===== src/rtl/imem_loader_pkg.sv =====
// Shared constants and FSM encoding for the instruction-memory loader.
package imem_loader_pkg;
  localparam int WORD_BYTES = 4;
  localparam int IMEM_DEPTH = 64;

  typedef enum logic [1:0] {
    S_IDLE  = 2'd0,
    S_RECV  = 2'd1,
    S_WRITE = 2'd2,
    S_DONE  = 2'd3
  } state_e;
endpackage


===== src/rtl/imem_loader_if.sv =====
// Host byte stream, load control and instruction-memory write port of the loader.
interface imem_loader_if;
  logic        start;
  logic [9:0]  word_count;
  logic [7:0]  byte_in;
  logic        byte_valid;
  logic        byte_ready;
  logic        we;
  logic [31:0] wa;
  logic [31:0] wd;
  logic        cpu_hold;
  logic        done;
  logic        err;

  modport master (
    output start, word_count, byte_in, byte_valid,
    input  byte_ready, we, wa, wd, cpu_hold, done, err
  );

  modport slave (
    input  start, word_count, byte_in, byte_valid,
    output byte_ready, we, wa, wd, cpu_hold, done, err
  );
endinterface


===== src/rtl/imem_loader_byte_packer.sv =====
// Big-endian byte-to-word assembler: first byte shifted in ends up in word[31:24].
// full pulses combinationally on the shift that completes a word.
module byte_packer
  import imem_loader_pkg::*;
(
  input  logic        clk,
  input  logic        reset,
  input  logic        clear,
  input  logic        shift_en,
  input  logic [7:0]  data_in,
  output logic [31:0] word,
  output logic        full
);
  localparam logic [1:0] LAST_BYTE = 2'(WORD_BYTES - 1);

  logic [1:0]  cnt_q,  cnt_d;
  logic [31:0] word_q, word_d;

  always_comb begin
    cnt_d  = cnt_q;
    word_d = word_q;
    if (clear) begin
      cnt_d  = 2'd0;
      word_d = 32'd0;
    end else if (shift_en) begin
      cnt_d  = cnt_q + 2'd1;
      word_d = {word_q[23:0], data_in};
    end
  end

  always_ff @(posedge clk or posedge reset) begin
    if (reset) begin
      cnt_q  <= 2'd0;
      word_q <= 32'd0;
    end else begin
      cnt_q  <= cnt_d;
      word_q <= word_d;
    end
  end

  assign word = word_q;
  assign full = shift_en && !clear && (cnt_q == LAST_BYTE);
endmodule


===== src/rtl/imem_loader.sv =====
// Streams a program from a byte host into instruction memory, holding the CPU meanwhile.
// All outputs decode from registered state, so reset forces them at once.
module imem_loader
  import imem_loader_pkg::*;
#(
  parameter logic [31:0] BASE_ADDR = 32'h0000_0000,
  parameter int          MAX_WORDS = IMEM_DEPTH
) (
  input logic          clk,
  input logic          reset,
  imem_loader_if.slave bus
);
  state_e      state_q, state_d;
  logic [9:0]  index_q, index_d;
  logic [9:0]  count_q, count_d;
  logic        err_q,   err_d;
  logic        pk_clear;
  logic        pk_shift;
  logic        pk_full;
  logic [31:0] pk_word;

  assign pk_shift = bus.byte_valid && (state_q == S_RECV);

  byte_packer u_packer (
    .clk      (clk),
    .reset    (reset),
    .clear    (pk_clear),
    .shift_en (pk_shift),
    .data_in  (bus.byte_in),
    .word     (pk_word),
    .full     (pk_full)
  );

  always_comb begin
    state_d  = state_q;
    index_d  = index_q;
    count_d  = count_q;
    err_d    = err_q;
    pk_clear = 1'b0;
    case (state_q)
      S_IDLE: begin
        if (bus.start) begin
          if (bus.word_count == 10'd0) begin
            state_d = S_DONE;
          end else if (int'(bus.word_count) > MAX_WORDS) begin
            err_d = 1'b1;
          end else begin
            count_d  = bus.word_count;
            index_d  = 10'd0;
            pk_clear = 1'b1;
            err_d    = 1'b0;
            state_d  = S_RECV;
          end
        end
      end
      S_RECV: begin
        if (pk_full) state_d = S_WRITE;
      end
      S_WRITE: begin
        index_d = index_q + 10'd1;
        state_d = (index_q + 10'd1 == count_q) ? S_DONE : S_RECV;
      end
      S_DONE:  state_d = S_IDLE;
      default: state_d = S_IDLE;
    endcase
  end

  always_ff @(posedge clk or posedge reset) begin
    if (reset) begin
      state_q <= S_IDLE;
      index_q <= 10'd0;
      count_q <= 10'd0;
      err_q   <= 1'b0;
    end else begin
      state_q <= state_d;
      index_q <= index_d;
      count_q <= count_d;
      err_q   <= err_d;
    end
  end

  assign bus.byte_ready = (state_q == S_RECV);
  assign bus.we         = (state_q == S_WRITE);
  assign bus.wa         = BASE_ADDR + {20'd0, index_q, 2'b00};
  assign bus.wd         = pk_word;
  assign bus.cpu_hold   = (state_q == S_RECV) || (state_q == S_WRITE);
  assign bus.done       = (state_q == S_DONE);
  assign bus.err        = err_q;
endmodule


===== src/flat_wrapper.sv =====
// flat-port wrapper written by rule: the top's interface ports become plain ports
module imem_loader_flat import imem_loader_pkg::*;
#(
  parameter logic [31:0] BASE_ADDR = 32'h0000_0000,
  parameter int          MAX_WORDS = IMEM_DEPTH
)
  (clk, reset, bus_start, bus_word_count, bus_byte_in, bus_byte_valid, bus_byte_ready, bus_we, bus_wa, bus_wd, bus_cpu_hold, bus_done, bus_err);
  imem_loader_if bus_i ();
  input logic clk;
  input logic reset;
  input wire logic [$bits(bus_i.start)-1:0] bus_start;
  input wire logic [$bits(bus_i.word_count)-1:0] bus_word_count;
  input wire logic [$bits(bus_i.byte_in)-1:0] bus_byte_in;
  input wire logic [$bits(bus_i.byte_valid)-1:0] bus_byte_valid;
  output wire logic [$bits(bus_i.byte_ready)-1:0] bus_byte_ready;
  output wire logic [$bits(bus_i.we)-1:0] bus_we;
  output wire logic [$bits(bus_i.wa)-1:0] bus_wa;
  output wire logic [$bits(bus_i.wd)-1:0] bus_wd;
  output wire logic [$bits(bus_i.cpu_hold)-1:0] bus_cpu_hold;
  output wire logic [$bits(bus_i.done)-1:0] bus_done;
  output wire logic [$bits(bus_i.err)-1:0] bus_err;
  assign bus_i.start = bus_start;
  assign bus_i.word_count = bus_word_count;
  assign bus_i.byte_in = bus_byte_in;
  assign bus_i.byte_valid = bus_byte_valid;
  assign bus_byte_ready = bus_i.byte_ready;
  assign bus_we = bus_i.we;
  assign bus_wa = bus_i.wa;
  assign bus_wd = bus_i.wd;
  assign bus_cpu_hold = bus_i.cpu_hold;
  assign bus_done = bus_i.done;
  assign bus_err = bus_i.err;
  imem_loader #(.BASE_ADDR(BASE_ADDR), .MAX_WORDS(MAX_WORDS)) u_core (.clk(clk), .reset(reset), .bus(bus_i));
endmodule

===== config.mk =====
export PLATFORM = sky130hd
export DESIGN_NAME = imem_loader_flat
export DESIGN_NICKNAME = d
export VERILOG_FILES = /design/src/rtl/imem_loader_pkg.sv /design/src/rtl/imem_loader_if.sv /design/src/rtl/imem_loader_byte_packer.sv /design/src/rtl/imem_loader.sv /design/src/flat_wrapper.sv
export SDC_FILE = /design/constraint.sdc
export NUM_CORES = 1
export LEC_CHECK = 0
export ABC_CLOCK_PERIOD_IN_PS = 3900
export CAP_MARGIN = 40
export CORE_ASPECT_RATIO = 1.5
export CORE_MARGIN = 2
export CORE_UTILIZATION = 47
export CTS_CLUSTER_SIZE = 30
export DETAILED_ROUTE_END_ITERATION = 10
export PLACE_DENSITY = 0.83
export SLEW_MARGIN = 25
export SYNTH_ARGS = -nofsm -noshare
export SYNTH_HDL_FRONTEND = slang
export SYNTH_HIERARCHICAL = 1
export SYNTH_SLANG_ARGS = --single-unit

===== constraint.sdc =====
create_clock -name clk -period 3.9 [get_ports clk]
set_input_delay 0.78 -clock clk [delete_from_list [all_inputs] [get_ports clk]]
set_output_delay 0.78 -clock clk [all_outputs]
set_load 0.005 [all_outputs]

==> results of run 1 <==
-- metrics by stage --
step                      setup WS [ps]  total power, uW  util (%)
final                               768             2770      62.5
after global routing                578             2950      62.5
after CTS                           808             2790      62.5
after detailed placement            465             2160      58.8
after global placement              554             2110      58.5
after floorplan                     565             1630         -
-- cell type report --
cell class | instances | area, um2
inverters | 8 | 30.0
repair buffers | 73 | 726
clock buffers | 11 | 151
flip-flops and latches | 57 | 1430
well taps | 74 | 92.6
multi-input cells | 205 | 1380
fillers | 544 | 2330
clock inverters | 5 | 77.6
-- cells in the final DEF, fill, tap and decap left out, drive strengths merged, types with 2 or more instances in the layout --
master         instances
inv                    7
nand4                  2
and2                   5
conb                  22
nand2                 10
clkinv                 3
clkdlybuf4s50         68
a21oi                  5
nand2b                 3
xor2                   4
nand3                  7
o31ai                  5
o32a                   2
xnor2                 12
mux2                   6
o211ai                 2
ha                     6
and3                   2
a21o                   2
o21ai                 13
o41ai                  2
clkbuf                11
bufinv                 2
mux2i                 33
dfrtp                 57
nor2                  39
a31oi                  2
nor3                   5
buf                    5
-- flip-flops by register name, summed over array words and instances, names as in the netlist --
| register | cells |
|---|---|
| u_core/bus.err | 1 |
| u_core/count_q | 10 |
| u_core/index_q | 10 |
| u_core/state_q | 2 |
| u_core/u_packer/cnt_q | 2 |
| u_core/u_packer/word | 32 |
-- worst register-to-register path: stages (launching register included) --
cell and delay (ps):
sky130_fd_sc_hd__dfrtp_1 410, sky130_fd_sc_hd__inv_1 90, sky130_fd_sc_hd__ha_1 350, sky130_fd_sc_hd__nand3_1 180, sky130_fd_sc_hd__or3_1 420, sky130_fd_sc_hd__inv_1 80, sky130_fd_sc_hd__nor2_1 40, sky130_fd_sc_hd__nor2b_1 220
sky130_fd_sc_hd__o31ai_1 130, sky130_fd_sc_hd__a2111oi_0 420, sky130_fd_sc_hd__a21o_1 170
-- routing by layer --
metal	wire length, um	share of wire, %	vias up	track usage [%]
met1	2700	41	1071	22.7
met3	340	5.1	15	2.76
li1	-	-	1079	-
met4	202	3.0	0	12.0
met2	3400	51	81	33.7
met5	0	0	-	0
-- cell families (layout without fill, tap and decap cells) --
family / count (synthesis) / after routing
AOI/OAI and AO/OA: 40 / 40
xor gates and xnor gates: 16 / 16
buffers and inverters: 44 / 97
adders and majority gates: 6 / 6
muxes: 39 / 39
DFF: 57 / 57
other: 1 / 22
and+or+nand+nor: 82 / 82
-- worst min path at each step --
| stage | start | end | cells past startpoint |
|---|---|---|---|
| after floorplan | u_core/count_q[8] | u_core/count_q[8] | 1 |
| after global placement | u_core/bus.err | u_core/bus.err | 2 |
| after detailed placement | u_core/bus.err | u_core/bus.err | 2 |
| after CTS | u_core/bus.err | u_core/bus.err | 2 |
| after global routing | u_core/u_packer/word[25] | u_core/u_packer/word[25] | 2 |
| final | u_core/bus.err | u_core/bus.err | 2 |
-- power by group --
part	internal (uW)	switching [uW]	leakage (uW)
clock network	392	238	0.000115
logic	652	464	0.000880
registers	823	197	0.000719
total	1870	899	0.00171
==> qor.yml, run 1 <==
outcome: "finished, final reports clean"
route.detailed.wl_per_inst_um: 15.3
critPathTopFamily: "simple AND/OR/NAND/NOR gates"
cts-buffers-inserted: 9
instances_no_fill: 433
critPathRequiredTime_ps: 4180
netlist_instances: 285
final.min_clock_period_ps: 3130
path_max_fanout: 5
mux_share_of_post_synthesis_cell_area_pct: 13.1
reg2reg_from: "u_core/state_q[0]"
synthMostInstantiatedCell: "sky130_fd_sc_hd__dfrtp_1"
total_via_count_after_detailed_routing: 2246
finalSetupViolations: 0
cell_type_contributing_the_most_total_cell_area_after_synthesis: "sky130_fd_sc_hd__dfrtp_1"
synth_compound_area_share_pct: 9.14
highest_attainable_clock_frequency_mhz: 319
terminus_of_the_critical_flop_to_flop_path: "u_core/state_q[1]"
post-synth-top-area-fraction_pct: 47.0
placed_cells_incl_taps: 417
num_rows: 35
post_synth_xor_area_fraction_pct: 4.61
globalRouteTotalUtil_pct: 19.4
dieHeight_um: 102
final.setup_skew_ps: 7.82
power_density_nw_per_um2: 712
p_leak_uw: 0.00171
hold_viol_final: 0
syn_avg_cell_area_um2: 10.7
ctsHoldBuffers: 0
post-route-drc-count: 0
flow.area_growth_from_synthesis_pct: 27.8
type_of_the_most_critical_hold_path: "flop to flop"
die_w_um: 69.6
clockBufferDepth: 2
crit_slowest_cell: "sky130_fd_sc_hd__or4_4"
synth-warning-count: 6
cts_tree: "done"
ffs_w_async_s_r_synth_pct: 100
post_synth_and_or_nand_nor_area_fraction_pct: 13.3
crit_path_start_kind: "input pin"
clkTransAtPathRegs_ps: 70
dp_area_um2: 3650
cp_cell_sequence: "clkdlybuf4s50_1 > or4_4 > o21a_1 > or3_1 > inv_1 > nor2_1 > nor2b_1 > o31ai_1 > a2111oi_0 > a21o_1"
drtPass1Iterations: 5
worst_hold_slack_ps: 510
critPathMaxStageDelay_ps: 570
dpl.hpwl_um: 4830
clock-sinks: 57
fp.coreArea_um2: 6220
totalWireLength_um: 6640
critPathLaunch: "bus_word_count[1]"
drv_cap: 0
synth_seq_area_share_pct: 47.0
grt_antenna_before_repair: 0
port_buffers: 68
synth-adder-area-share_pct: 2.47
timing_worst_setup_path_type: "input pin to flop"
wire_length_of_the_first_global_routing_pass_um: 10700
aggregate_negative_setup_slack_ps: 0
critical_path_cell_count: 10
grt_start_max_net_pins: 35
setup.worst_path.end_class: "flop"
final_max_slew_viol_count: 0
worst_r2r_path_cells: 10
post_synth_num_cell_types: 49
antenna_violating_nets_post_route: 0
synth.cell_area_um2: 3040
main_combinational_cell_family_by_area_after_synthesis: "simple AND/OR/NAND/NOR gates"
worstSkewPairLatency_ps: 340
nNetsFinal: 382
rsz_0062_raised_after_global_routing: "false"
final_area_um2: 3880
clock_tree.htree_level_count: 3
yosys_most_used_dff: "sky130_fd_sc_hd__dfrtp_1"
synth.ff_latch_count: 57
postCtsSetupBuffers: 0
cts_resized: 0
start_util_pct: 48.9
crit_arrival_ps: 3420
routabilityCongestion: 0.875
floorplan.die_area_um2: 7140
initialDrtViolationCount: 156
synth-edff-count: 0
min_period_over_period_pct: 80.3
synth_common_cells: "sky130_fd_sc_hd__dfrtp_1 (57), sky130_fd_sc_hd__nor2_1 (38), sky130_fd_sc_hd__mux2i_1 (33)"
diodes: 0
clk_root_buffer_cell: "sky130_fd_sc_hd__clkbuf_8"
tightest_slew_ps: 551
top_level_ports: 91
synth.top_cells.by_area: "sky130_fd_sc_hd__dfrtp_1 (47%), sky130_fd_sc_hd__mux2i_1 (11%), sky130_fd_sc_hd__buf_4 (5.4%)"
regToRegSetupSlack_ps: 1320
timing.critical_path.to: "u_core/state_q[1]"
slew-limit-headroom_pct: 63.3
layout-drive-gt1-share_pct: 9.47
via_per_inst: 5.19
critPathBufInv: 2
vdd_drop_max_mv: 0.439
vias_in_the_first_global_route: 2205
global_route_overflow: 0
(Power assumes the default switching activity.)
==> run 2: changes to the inputs <==
--- a/config.mk
+++ b/config.mk
@@ -5,14 +5,14 @@
 export SDC_FILE = /design/constraint.sdc
 export NUM_CORES = 1
 export LEC_CHECK = 0
-export ABC_CLOCK_PERIOD_IN_PS = 3900
+export ABC_CLOCK_PERIOD_IN_PS = 2770
 export CAP_MARGIN = 40
 export CORE_ASPECT_RATIO = 1.5
 export CORE_MARGIN = 2
-export CORE_UTILIZATION = 47
+export CORE_UTILIZATION = 43
 export CTS_CLUSTER_SIZE = 30
 export DETAILED_ROUTE_END_ITERATION = 10
-export PLACE_DENSITY = 0.83
+export PLACE_DENSITY = 0.8
 export SLEW_MARGIN = 25
 export SYNTH_ARGS = -nofsm -noshare
 export SYNTH_HDL_FRONTEND = slang
==> constraint.sdc (replaced) <==
create_clock -name clk -period 2.77 [get_ports clk]
set_input_delay 0.554 -clock clk [delete_from_list [all_inputs] [get_ports clk]]
set_output_delay 0.554 -clock clk [all_outputs]
set_load 0.005 [all_outputs]
==> run 2 against run 1 <==
Against the previous run: the flow now finishes with violations (setup timing); setup slack lost 770 ps; core utilization shrank 4.7 points; worst hold slack lost 17 ps; clock skew shrank 2.2 ps; critical endpoint unchanged; total power grew 40%; register-to-register slack lost 1000 ps; first-iteration DRC count shrank 19%; global-route usage shrank 0.96 points; critical path depth is the same; highest routed layer unchanged; combinational power grew 46%; die area grew 8.8%.
==> qor.yml, run 2 (synthesis results as in run 1) <==
global_route_overflow: 0  # unchanged
clk_root_buffer_cell: "sky130_fd_sc_hd__clkbuf_8"
area.sequential_um2: 1430  # unchanged
finalSetupViolations: 1  # +1
routabilityCongestion: 0.862  # -1.6%
share_clk_of_total_power_pct: 20.2  # -2.6 points
route.detailed.wl_per_inst_um: 15.4  # +0.76%
dpl.hpwl_um: 5040  # +4.4%
power_density_nw_per_um2: 976  # +37%
fp.coreArea_um2: 6850  # +10%
final_max_slew_viol_count: 0  # unchanged
final.setup_skew_ps: 5.58  # -2.25 ps
switching_share_pct: 33.3  # +0.76 points
flow.area_growth_from_synthesis_pct: 30.2
fin_ws_ps: -4.39  # -772 ps
setup.worst_path.end_class: "flop"
internal_portion_of_total_power_uw: 2580  # +38%
cts-buffers-inserted: 9  # unchanged
vdd_drop_max_mv: 0.428  # -2.4%
power_frac_comb_pct: 42.6  # +2.2 points
top_level_ports: 91  # unchanged
clkTransAtPathRegs_ps: 60  # about the same
globalRouteTotalUtil_pct: 18.4  # -0.96 points
hold_viol_final: 0  # unchanged
clockBufferDepth: 2  # unchanged
aggregate_negative_setup_slack_ps: -4.39  # -4.39 ps
total_via_count_after_detailed_routing: 2389  # +6.4%
grt_use_met3_pct: 4.70  # +1.9 points
grt_start_max_net_pins: 35  # unchanged
totalWireLength_um: 6920  # +4.2%
num_rows: 37  # +5.7%
critPathRequiredTime_ps: 3040  # -1140 ps
timing_worst_setup_path_type: "input pin to flop"
crit_path_start_kind: "input pin"
drv_cap: 0  # unchanged
diodes: 0  # unchanged
pre_cts_ws_ps: -288  # -754 ps
layout_common_cells: "sky130_fd_sc_hd__clkdlybuf4s50_1 (68), sky130_fd_sc_hd__dfrtp_1 (57), sky130_fd_sc_hd__nor2_1 (38)"
final.min_clock_period_ps: 2770
grt_antenna_before_repair: 0  # unchanged
antenna_violating_nets_post_route: 0  # unchanged
outcome: "complete, but fails checks"
post-route-drc-count: 0  # unchanged
multiInputGateArea_um2: 1400  # +1.4%
cts_tree: "done"
via_per_inst: 5.33  # +2.8%
p_leak_uw: 0.00176  # +2.5%
initialDrtViolationCount: 126  # -19%
final_common_cell: "sky130_fd_sc_hd__clkdlybuf4s50_1"
dieHeight_um: 107  # +4.4%
vias_in_the_first_global_route: 2302  # +4.4%
share_seq_of_total_power_pct: 37.2  # +0.3 points
met1_usage_in_global_routing_pct: 21.1  # -1.6 points
grt_busiest_layer: "met2"
clock_tree.htree_level_count: 3  # unchanged
worst_hold_slack_ps: 493  # -16.7 ps
drtPass1Iterations: 4  # -1
net_sw_power_uw: 1280  # +43%
nNetsFinal: 394  # +3.1%
wire_length_of_the_first_global_routing_pass_um: 11000  # +2.8%
slew-limit-headroom_pct: 63.1  # -0.20 points
floorplan.die_area_um2: 7770  # +8.8%
flip_flop_count_of_the_largest_register_all_copies_and_words_added: 32  # unchanged
worstSkewPairLatency_ps: 330  # about the same
path_max_fanout: 3  # -2
layout-drive-gt1-share_pct: 13.2  # +3.8 points
min_period_over_period_pct: 100
highest_attainable_clock_frequency_mhz: 360
tightest_slew_ps: 554  # +3.07 ps
grt_util_met2_pct: 30.7  # -2.9 points
ctsHoldBuffers: 0  # unchanged
nFillCells: 601  # +10%
crit_arrival_ps: 3040  # -380 ps
port_buffers: 68  # unchanged
start_util_pct: 44.3  # -4.5 points
clock-sinks: 57  # unchanged
type_of_the_most_critical_hold_path: "flop to flop"
die_w_um: 72.6  # +4.3%
failed_checks: "setup timing"
==> run 2: layout make-up <==
type                       instances  share of cell area (%)
tap                               78                    2.47
multi-input combinational        205                    35.4
timing repair buffer              85                    20.4
sequential                        57                    36.1
clock inverter                     3                    1.01
clock buffer                      12                    3.92
inverter                           8                   0.759
==> run 2: path summary, 6_finish.rpt <==
| path | startpoint | cells past startpoint | slack [ps] | to |
|---|---|---|---|---|
| worst max-delay path | bus_word_count[2] | 10 | -4 | u_core/state_q[1] |
| worst min-delay path | u_core/bus.err | 2 | 490 | u_core/bus.err |
| worst max register to register | u_core/state_q[0] | 10 | 280 | u_core/state_q[1] |
| worst min register to register | u_core/bus.err | 2 | 490 | u_core/bus.err |
| max in group asynchronous | reset | 3 | 1820 | u_core/u_packer/word[17] |
| min in group asynchronous | reset | 3 | 590 | u_core/index_q[2] |
==> run 2: repair_timing <==
item,CTS,global route
setup endpoints to repair,0,1
gates resized for setup,0,6
buffers inserted,0,1
hold endpoints to repair,0,0
==> run 2: power by group through the flow <==
stage | Sequential [uW] | Combinational [uW] | Clock, uW
2_1_floorplan | 1400 | 893 | 0
3_3_place_gp | 1440 | 1590 | 0
3_5_place_dp | 1450 | 1630 | 0
4_1_cts | 1440 | 1650 | 798
5_1_grt | 1480 | 1810 | 835
6_report | 1440 | 1640 | 780
==> run 2: per-stage QoR <==
step	std cells	total power [uW]	cell area [um2]	util [%]
after floorplan	306	2290	3130	-
after global placement	432	3030	3730	54.5
after detailed placement	432	3090	3730	54.5
after CTS	447	3890	3930	57.4
after global routing	448	4130	3960	57.7
final	448	3860	3960	57.7
==> run 2: metal layers <==
layer | vias to the layer above | wire length, um
met5 | - | 0
li1 | 1109 | -
met3 | 23 | 487
met1 | 1141 | 2680
met2 | 116 | 3510
met4 | 0 | 246
==> run 2: worst max-delay path: stages <==
cell                              delay (ps)
sky130_fd_sc_hd__clkdlybuf4s50_1         410
sky130_fd_sc_hd__or4_4                   560
sky130_fd_sc_hd__o21a_1                  230
sky130_fd_sc_hd__or3_4                   350
sky130_fd_sc_hd__inv_2                    70
sky130_fd_sc_hd__nor2_1                   50
sky130_fd_sc_hd__nor2b_2                 160
sky130_fd_sc_hd__o31ai_2                  80
sky130_fd_sc_hd__a2111oi_1               400
sky130_fd_sc_hd__a21o_1                  170
